File: config.mk
export PLATFORM = sky130hd
export DESIGN_NAME = vga_text_pipe
export DESIGN_NICKNAME = d
export VERILOG_FILES = /design/src/rtl/vga_text_pkg.sv /design/src/rtl/vga_text_delay.sv /design/src/rtl/vga_text_pipe.sv
export SDC_FILE = /design/constraint.sdc
export NUM_CORES = 1
export LEC_CHECK = 0
export ABC_AREA = 0
export CAP_MARGIN = 10
export CORE_MARGIN = 1.5
export CORE_UTILIZATION = 45
export DETAILED_ROUTE_END_ITERATION = 7
export PLACE_DENSITY = 0.79
export SLEW_MARGIN = 20
export SYNTH_ARGS = -nofsm -noshare
export SYNTH_HDL_FRONTEND = slang
export SYNTH_SLANG_ARGS = --single-unit
File: constraint.sdc
create_clock -name clock -period 2.1 [get_ports clock]
set_clock_uncertainty 0.05 [all_clocks]
set_input_delay 0.42 -clock clock [delete_from_list [all_inputs] [get_ports clock]]
set_output_delay 0.42 -clock clock [all_outputs]
set_load 0.01 [all_outputs]
File: src/rtl/vga_text_pkg.sv
// Shared helpers for the text-mode pixel pipeline: colour-word slicing,
// sync idle level and character-code range checking.
package vga_text_pkg;

  // Colour word is {R, G, B} with R in the most significant channel.
  function automatic int red_lsb(input int ch_w);
    return 2 * ch_w;
  endfunction

  function automatic int green_lsb(input int ch_w);
    return ch_w;
  endfunction

  function automatic int blue_lsb(input int ch_w);
    return 0 * ch_w;
  endfunction

  function automatic logic sync_idle(input int active_low);
    return (active_low != 0);
  endfunction

  function automatic logic glyph_in_range(input int code, input int first, input int num);
    return (code >= first) && (code < first + num);
  endfunction

endpackage

File: src/rtl/vga_text_delay.sv
// Fixed-depth shift register used to align sideband signals with font ROM latency.
module vga_text_delay #(
  parameter int               WIDTH     = 1,
  parameter int               DEPTH     = 1,
  parameter logic [WIDTH-1:0] RESET_VAL = '0
) (
  input  logic             clock,
  input  logic             reset_n,
  input  logic [WIDTH-1:0] data,
  output logic [WIDTH-1:0] delayed
);

  logic [WIDTH-1:0] taps_p [DEPTH];

  always_ff @(posedge clock or negedge reset_n) begin
    if (!reset_n) begin
      for (int i = 0; i < DEPTH; i++) taps_p[i] <= RESET_VAL;
    end else begin
      taps_p[0] <= data;
      for (int i = 1; i < DEPTH; i++) taps_p[i] <= taps_p[i-1];
    end
  end

  assign delayed = taps_p[DEPTH-1];

endmodule

File: src/rtl/vga_text_pipe.sv
// Text-mode pixel renderer: character code to font ROM address, sideband aligned
// to ROM latency, then blink / reverse / cursor colour resolve and output register.
module vga_text_pipe
  import vga_text_pkg::*;
#(
  parameter int GLYPH_W          = 16,
  parameter int ROW_W            = 5,
  parameter int CODE_W           = 7,
  parameter int FIRST_CODE       = 32,
  parameter int NUM_GLYPHS       = 64,
  parameter int CH_W             = 4,
  parameter int ROM_LATENCY      = 1,
  parameter int BLINK_FRAMES     = 30,
  parameter int CURSOR_FIRST_ROW = 28,
  parameter int SYNC_ACTIVE_LOW  = 1
) (
  input  logic                                   clock,
  input  logic                                   reset_n,
  input  logic                                   H_input,
  input  logic                                   V_input,
  input  logic                                   picture,
  input  logic [ROW_W-1:0]                       row,
  input  logic [$clog2(GLYPH_W)-1:0]             column,
  input  logic [CODE_W-1:0]                      character,
  input  logic [3*CH_W-1:0]                      foreground,
  input  logic [3*CH_W-1:0]                      background,
  input  logic                                   blink,
  input  logic                                   reverse,
  input  logic                                   cursor,
  input  logic [GLYPH_W-1:0]                     Character_Data,
  output logic [$clog2(NUM_GLYPHS)+ROW_W-1:0]    Character_Address,
  output logic [CH_W-1:0]                        R,
  output logic [CH_W-1:0]                        G,
  output logic [CH_W-1:0]                        B,
  output logic                                   H_output,
  output logic                                   V_output,
  output logic                                   blink_phase
);

  localparam int   COL_W     = $clog2(GLYPH_W);
  localparam int   GI_W      = $clog2(NUM_GLYPHS);
  localparam int   CW        = 3 * CH_W;
  localparam int   SIDE_W    = 1 + COL_W + ROW_W + 2 * CW + 3;
  localparam int   BC_W      = (BLINK_FRAMES > 1) ? $clog2(BLINK_FRAMES) : 1;
  localparam int   R_LSB     = red_lsb(CH_W);
  localparam int   G_LSB     = green_lsb(CH_W);
  localparam int   B_LSB     = blue_lsb(CH_W);
  localparam logic SYNC_IDLE = sync_idle(SYNC_ACTIVE_LOW);

  // ---- stage p0: glyph lookup, out-of-range codes fall back to glyph 0 ----
  logic [GI_W-1:0] glyph_p0;

  always_comb begin
    glyph_p0 = '0;
    if (glyph_in_range(int'(character), FIRST_CODE, NUM_GLYPHS))
      glyph_p0 = GI_W'(int'(character) - FIRST_CODE);
  end

  assign Character_Address = {glyph_p0, row};

  // ---- stage p1: sideband delayed to meet Character_Data ----
  logic [SIDE_W-1:0] side_p0;
  logic [SIDE_W-1:0] side_p1;
  logic [1:0]        sync_p1;
  logic              vld_p1;
  logic [COL_W-1:0]  column_p1;
  logic [ROW_W-1:0]  row_p1;
  logic [CW-1:0]     fg_p1;
  logic [CW-1:0]     bg_p1;
  logic              blink_p1;
  logic              reverse_p1;
  logic              cursor_p1;

  assign side_p0 = {picture, column, row, foreground, background, blink, reverse, cursor};

  vga_text_delay #(
    .WIDTH     (SIDE_W),
    .DEPTH     (ROM_LATENCY),
    .RESET_VAL ({SIDE_W{1'b0}})
  ) u_side_delay (
    .clock   (clock),
    .reset_n (reset_n),
    .data    (side_p0),
    .delayed (side_p1)
  );

  vga_text_delay #(
    .WIDTH     (2),
    .DEPTH     (ROM_LATENCY),
    .RESET_VAL ({SYNC_IDLE, SYNC_IDLE})
  ) u_sync_delay (
    .clock   (clock),
    .reset_n (reset_n),
    .data    ({H_input, V_input}),
    .delayed (sync_p1)
  );

  assign {vld_p1, column_p1, row_p1, fg_p1, bg_p1, blink_p1, reverse_p1, cursor_p1} = side_p1;

  logic [COL_W-1:0] bit_idx_p1;
  logic             pix_p1;
  logic             on_p1;
  logic [CW-1:0]    fg_sel_p1;
  logic [CW-1:0]    bg_sel_p1;
  logic [CW-1:0]    colour_p1;

  // MSB of the ROM row is the leftmost pixel; columns past the glyph are blank.
  always_comb begin
    bit_idx_p1 = COL_W'(GLYPH_W - 1) - column_p1;
    pix_p1     = 1'b0;
    if (int'(column_p1) < GLYPH_W)
      pix_p1 = Character_Data[bit_idx_p1];
  end

  always_comb begin
    fg_sel_p1 = reverse_p1 ? bg_p1 : fg_p1;
    bg_sel_p1 = reverse_p1 ? fg_p1 : bg_p1;
    on_p1     = pix_p1 & ~(blink_p1 & blink_phase);
    if (cursor_p1 && (int'(row_p1) >= CURSOR_FIRST_ROW) && !blink_phase)
      on_p1 = 1'b1;
    colour_p1 = vld_p1 ? (on_p1 ? fg_sel_p1 : bg_sel_p1) : '0;
  end

  // ---- stage p2: output register ----
  logic [CW-1:0] colour_p2;

  always_ff @(posedge clock or negedge reset_n) begin
    if (!reset_n) begin
      colour_p2 <= '0;
      H_output  <= SYNC_IDLE;
      V_output  <= SYNC_IDLE;
    end else begin
      colour_p2 <= colour_p1;
      H_output  <= sync_p1[1];
      V_output  <= sync_p1[0];
    end
  end

  assign R = colour_p2[R_LSB +: CH_W];
  assign G = colour_p2[G_LSB +: CH_W];
  assign B = colour_p2[B_LSB +: CH_W];

  // Blink phase advances on the assertion edge of the raw vertical sync.
  logic            v_act;
  logic            v_act_q;
  logic            frame_edge;
  logic [BC_W-1:0] frame_cnt;

  assign v_act      = V_input ^ SYNC_IDLE;
  assign frame_edge = v_act & ~v_act_q;

  always_ff @(posedge clock or negedge reset_n) begin
    if (!reset_n) begin
      v_act_q     <= 1'b0;
      frame_cnt   <= '0;
      blink_phase <= 1'b0;
    end else begin
      v_act_q <= v_act;
      if (frame_edge) begin
        if (frame_cnt == BC_W'(BLINK_FRAMES - 1)) begin
          frame_cnt   <= '0;
          blink_phase <= ~blink_phase;
        end else begin
          frame_cnt <= frame_cnt + BC_W'(1);
        end
      end
    end
  end

endmodule
* After elaboration in Yosys (flattened, before gate mapping)
Index checks and enable logic that the tools add are counted.
W data, S select, Z words.
** Word-level totals
- Logic and storage cells :: 37
- Output and inout port bits :: 26
- Register bits after elaboration :: 60
- Input bits :: 64
** Cells by class
- Order comparisons :: 4
- Equal/unequal tests :: 1
- Multiplexer cells :: 9
- $add $sub $neg :: 3
- Reductions and logical operators :: 5
- Bitwise operators :: 7
** Operators with widths (count)
- $mux W12 :: 4
- $ge A7 B6 Y1 const B :: 1
- $lt A7 B7 Y1 const B :: 1
- $mux W6 :: 1
- $sub A6 B6 Y6 const B :: 1
- $add A5 B1 Y5 const B :: 1
- $eq A5 B5 Y1 const B :: 1
- $ge A5 B5 Y1 const B :: 1
- $lt A4 B5 Y1 const B :: 1
- $mux W5 :: 1
- $bmux W1 S4 :: 1
- $not A1 Y1 :: 4
- $sub A4 B4 Y4 const A :: 1
- $and A1 B1 Y1 :: 3
- $logic_and A1 B1 Y1 :: 3
- $mux W1 :: 2
- $reduce_and A2 Y1 :: 1
- $logic_not A1 Y1 :: 1

* Logic depth before layout (Yosys ltp)
- Depth after elaboration :: 7
- Depth in mapped cells :: 7

* Cells and area by module
Synthesis repeated with hierarchy kept, for this count alone.
** Second synthesis, totals
- Cell total of the unflattened synthesis :: 215
- Area total of the unflattened synthesis :: 2585.0 sq um
** By module, submodules not included
- vga_text_pipe :: area an instance 1606.5 sq um, times used 1, cells an instance 176, sequential area each 528.0 sq um
- vga_text_delay at u_side_delay :: area an instance 925.9 sq um, times used 1, cells an instance 37, sequential area each 925.9 sq um
- vga_text_delay at u_sync_delay :: area an instance 52.6 sq um, times used 1, cells an instance 2, sequential area each 52.6 sq um

* Worst setup path before layout
Ideal clock, no wire load.
- Path kind :: reg2reg
- Start point :: reg u_side_delay.taps_p, in the netlist u_side_delay.delayed[32]
- End point :: reg colour_p2[0]
- Period minus slack after synthesis :: 1861 ps
- Path slack :: 239 ps
- Library setup time :: 124 ps
- Stages on the path, launching flop included :: 7
- Arrival time :: 1687 ps
- Cell sequence :: dfrtp_1 buf_6 mux4_2 o2111ai_1 buf_4 a32oi_1 or2_1
** On the way
- Cells in the longest elaborated chain, start to end :: 7
** RTL lines
- start: declaration :: RTL line vga_text_delay.sv:13 : logic [WIDTH-1:0] taps_p [DEPTH];
- $sub A4 B4 Y4 :: RTL line vga_text_pipe.sv:109 : bit_idx_p1 = COL_W'(GLYPH_W - 1) - column_p1;
- $bmux W1 S4 :: RTL line vga_text_pipe.sv:112 : pix_p1 = Character_Data[bit_idx_p1];
- $mux W1 (implied by the code) :: RTL line vga_text_pipe.sv:112
- $and A1 B1 Y1 :: RTL line vga_text_pipe.sv:118 : on_p1 = pix_p1 & ~(blink_p1 & blink_phase);
- $mux W1 :: RTL line vga_text_pipe.sv:119 : if (cursor_p1 && (int'(row_p1) >= CURSOR_FIRST_ROW) && !blink_phase)
- $mux W12 (2 in series) :: RTL line vga_text_pipe.sv:121 : colour_p1 = vld_p1 ? (on_p1 ? fg_sel_p1 : bg_sel_p1) : '0;
- via colour_p1[0] :: RTL line vga_text_pipe.sv:105 : logic [CW-1:0] colour_p1;
- end signal: assignment :: RTL line vga_text_pipe.sv:133 : colour_p2 <= colour_p1;
- end: declaration :: RTL line vga_text_pipe.sv:125 : logic [CW-1:0] colour_p2;
The timed path passes the listed nets, and every way through them passes these cells. The select of a mux whose other input is x is not followed.
A chain may end at the register's enable or synchronous reset.

* Worst setup path in the final report
- Start point :: in character[5]
- End point :: out Character_Address[6]
** On the way
- Cells in the longest elaborated chain, start to end :: 3
- Elaborated cells between the ends (all ways) :: 4
- Those cells by class :: order compare: 2; mux: 1; reduce/logical: 1
** RTL lines
- start: declaration :: RTL line vga_text_pipe.sv:24 : input logic [CODE_W-1:0] character,
- $ge A7 B6 Y1 / $lt A7 B7 Y1 (equally long branches) :: RTL line vga_text_pkg.sv:23 : return (code >= first) && (code < first + num);
- $logic_and A1 B1 Y1 (*) :: RTL line vga_text_pkg.sv:23
- $mux W6 (*) :: RTL line vga_text_pipe.sv:55 : if (glyph_in_range(int'(character), FIRST_CODE, NUM_GLYPHS))
- end: declaration :: RTL line vga_text_pipe.sv:31 : output logic [$clog2(NUM_GLYPHS)+ROW_W-1:0] Character_Address,
Mark *: on every way between the ends. The rest lies on a longest branch, timed or not.

==> results by group <==
Setup path
  – Setup CP Type: primary input to primary output
  – Crit start category: primary input
  – Reg-to-Reg Start: u_side_delay.delayed[32]
  – Crit end category: primary output
  – Crit path from: character[5]
  – CP required: 1630 ps
  – Critical path arrival: 1580 ps
  – CP max FO: 4

Power
  – Pwr/cell area: 818.4 mW/mm2
  – Leakage Power: 1.537 nW
  – Tot Pwr: 0.003026 W
  – Worst IR Drop VDD: 0.4825 mV

Timing
  – Final hold violation count: 0
  – Final worst path period need: 2054 ps
  – Setup violators final: 0
  – Slew Viols, Final: 0
  – Final period util: 97.79%
  – Slew @ Worst Pin: 567.3 ps
  – Worst slew margin: 62.18%
  – Fmax: 0.4869 GHz

Routing
  – Via/cell ratio: 5.220
  – DRT iter0 DRCs: 121
  – DRC viols: 0
  – 1st-pass router iterations: 4
  – Drt wl/cell: 14.85 um
  – Post-detailed-route count of antenna-violating nets: 0
  – Via count: 1989
  – Post-Route WL: 5659 um

Global routing
  – Pin count of the biggest net entering global routing: 34
  – Vias in the first global route: 1976
  – Tot GR Track Use: 20.60%
  – Grt total ovfl: 0
  – Antenna violations before repair: 0
  – Global-route wire length before repair: 9453 um

Clocking
  – H-tree depth: 3
  – CTS Buf Count: 9
  – CTS tree: yes
  – Hold buffers post-CTS: 0
  – CTS Sinks: 58
  – CTS root buf: clkbuf_8
  – Clk buf depth: 2
  – Reg clk slew, reported paths: 70 ps
  – Clock Latency Late Sink: 320 ps

Placement
  – Gpl congestion: 0.7145
  – Buffers on Ports: 85
  – Post-DP HPWL: 4035 um
  – Placed cell count: 362

Finish
  – Layout Nets: 370
  – Multi-input gate area: 950.9 um2
  – FILL cells: 417
  – Share of cells above drive strength 1: 17.48%
  – P&R area growth vs syn: 46.21%
  – Finished Layout Cells: 381
  – FF+latch area: 0.001458 mm2
  – Commonest cells after routing, fill and taps aside: clkdlybuf4s50_1, dfrtp_1, nand2_1
  – Antenna diodes: 0
  – Commonest non-fill, non-tap cell in the layout: clkdlybuf4s50_1

Floorplan
  – Die area: 0.006078 mm2
  – Die width: 77.96 um
  – I/O pin count: 90
  – Site Rows: 27
  – Die height: 77.96 um
  – Initial Utilization: 46.20%
  – CORE AREA: 0.005473 mm2

Synth
  – Mapped Nets: 279
  – Async S/R FF share, synth: 100.0%
  – Mean post-synth cell area: 11.87 um2
  – Ys flop type: dfrtp_1
  – Number of synthesized register bits: 58
  – Mapped Area: 0.002529 mm2
  – Synth warnings: 0
  – Number of distinct library cells after synthesis: 44
  – Sequential element share of the synthesized area: 57.60%
  – Mapped Cells: 213
  – Post-synth EDFFs: 0

Run
  – Max-cap viol count: 0

Outcome
  – Status: completed

Worst hold path
  – Hold Crit Class: primary input to async pin
timing repair:
item,4_1_cts,5_1_grt
setup buffers,2,1
pin swaps,1,1
endpoints found under the setup margin,5,14
resized for setup,6,5
per-stage QoR:
stage / hold slack [ps] / utilization (%) / instance area, um2 / setup slack (ps) / TNS, ps
2_1_floorplan: 74.41 / - / 2529 / 239.1 / 0
3_3_place_gp: 296.6 / 62.89 / 3442 / -208.2 / -3179
3_5_place_dp: 299.3 / 62.89 / 3442 / -285.6 / -3929
4_1_cts: 39.88 / 67.17 / 3676 / 33.40 / 0
5_1_grt: 74.65 / 67.56 / 3697 / -5.376 / -5.376
6_report: 35.43 / 67.56 / 3697 / 46.36 / 0
layout make-up:
class	count	share of cell area (%)
clock inverters	6	2.166
inverters	2	0.2030
clock buffers	10	3.723
repair buffers	97	26.33
well taps	72	2.437
multi-input cells	136	25.72
flip-flops and latches	58	39.42
metal layers:
| metal | global-route usage [%] | routed length [um] | vias to the layer above |
|---|---|---|---|
| li1 | - | - | 936 |
| met1 | 23.84 | 2086 | 965 |
| met2 | 35.22 | 3012 | 80 |
| met3 | 5.882 | 490 | 8 |
| met4 | 9.464 | 70 | 0 |
| met5 | 0 | 0 | - |
report_power, final:
part | internal [W] | switching [W] | leakage (nW)
clock | 0.000692 | 0.000411 | 0.116
sequential | 0.00124 | 0.0000899 | 0.689
combinational | 0.000344 | 0.000254 | 0.732
total | 0.00227 | 0.000755 | 1.54
cells by family (layout without fill, tap and decap cells):
logic type               after synthesis  after routing  synth area share [%]
adder cells (fa/ha/maj)                2              2                0.9895
AO/OA/AOI/OAI                         37             37                 14.55
AND/OR/NAND/NOR                       90             90                 17.37
flip-flops                            58             58                 57.60
multiplexers                           5              5                 3.463
buffers and inverters                 19            115                 5.344
XOR/XNOR                               2              2                0.6929
worst max-delay path: stages:
cell and delay (ps):
dlygate4sd2_1 270, xor2_2 220, and2_1 150, clkdlybuf4s50_1 520
sequential cells by signal, indices dropped and copies added (netlist names):
register,count
V_output,1
H_output,1
colour_p2,12
frame_cnt,5
u_sync_delay.delayed,2
u_side_delay.delayed,35
v_act_q,1
blink_phase,1
path summary, 6_finish.rpt:
path                                            end  slack (ps)  depth (start not counted)
max in group asynchronous                  V_output        1320                          2
max reg2reg                           colour_p2[10]         130                          6
max                            Character_Address[6]          50                          4
min                        u_side_delay.delayed[16]          40                          1
min in group clock                         H_output         310                          0
min reg2reg                                H_output         310                          0
Yosys cell counts (2+ instances only):
library cell   number  share of area, %
or3_1               3              0.74
nand2_1            51               7.6
nand3_1             4              0.79
nor3_1              2              0.40
inv_1               2              0.30
clkbuf_1            3              0.45
a2111oi_2          10               5.9
buf_6               3               1.3
ha_1                2              0.99
buf_4               7               2.1
and2_1              5               1.2
dlygate4sd1_1       2              0.69
dfstp_2             4               4.2
mux4_2              3               2.7
nand3b_1            3              0.89
mux2i_1             2              0.79
a32oi_1            12               4.2
or2_1              11               2.7
dfrtp_1            54                53
nor4_1              2              0.49
o21ai_0             5              0.99
(Power assumes the default switching activity.)
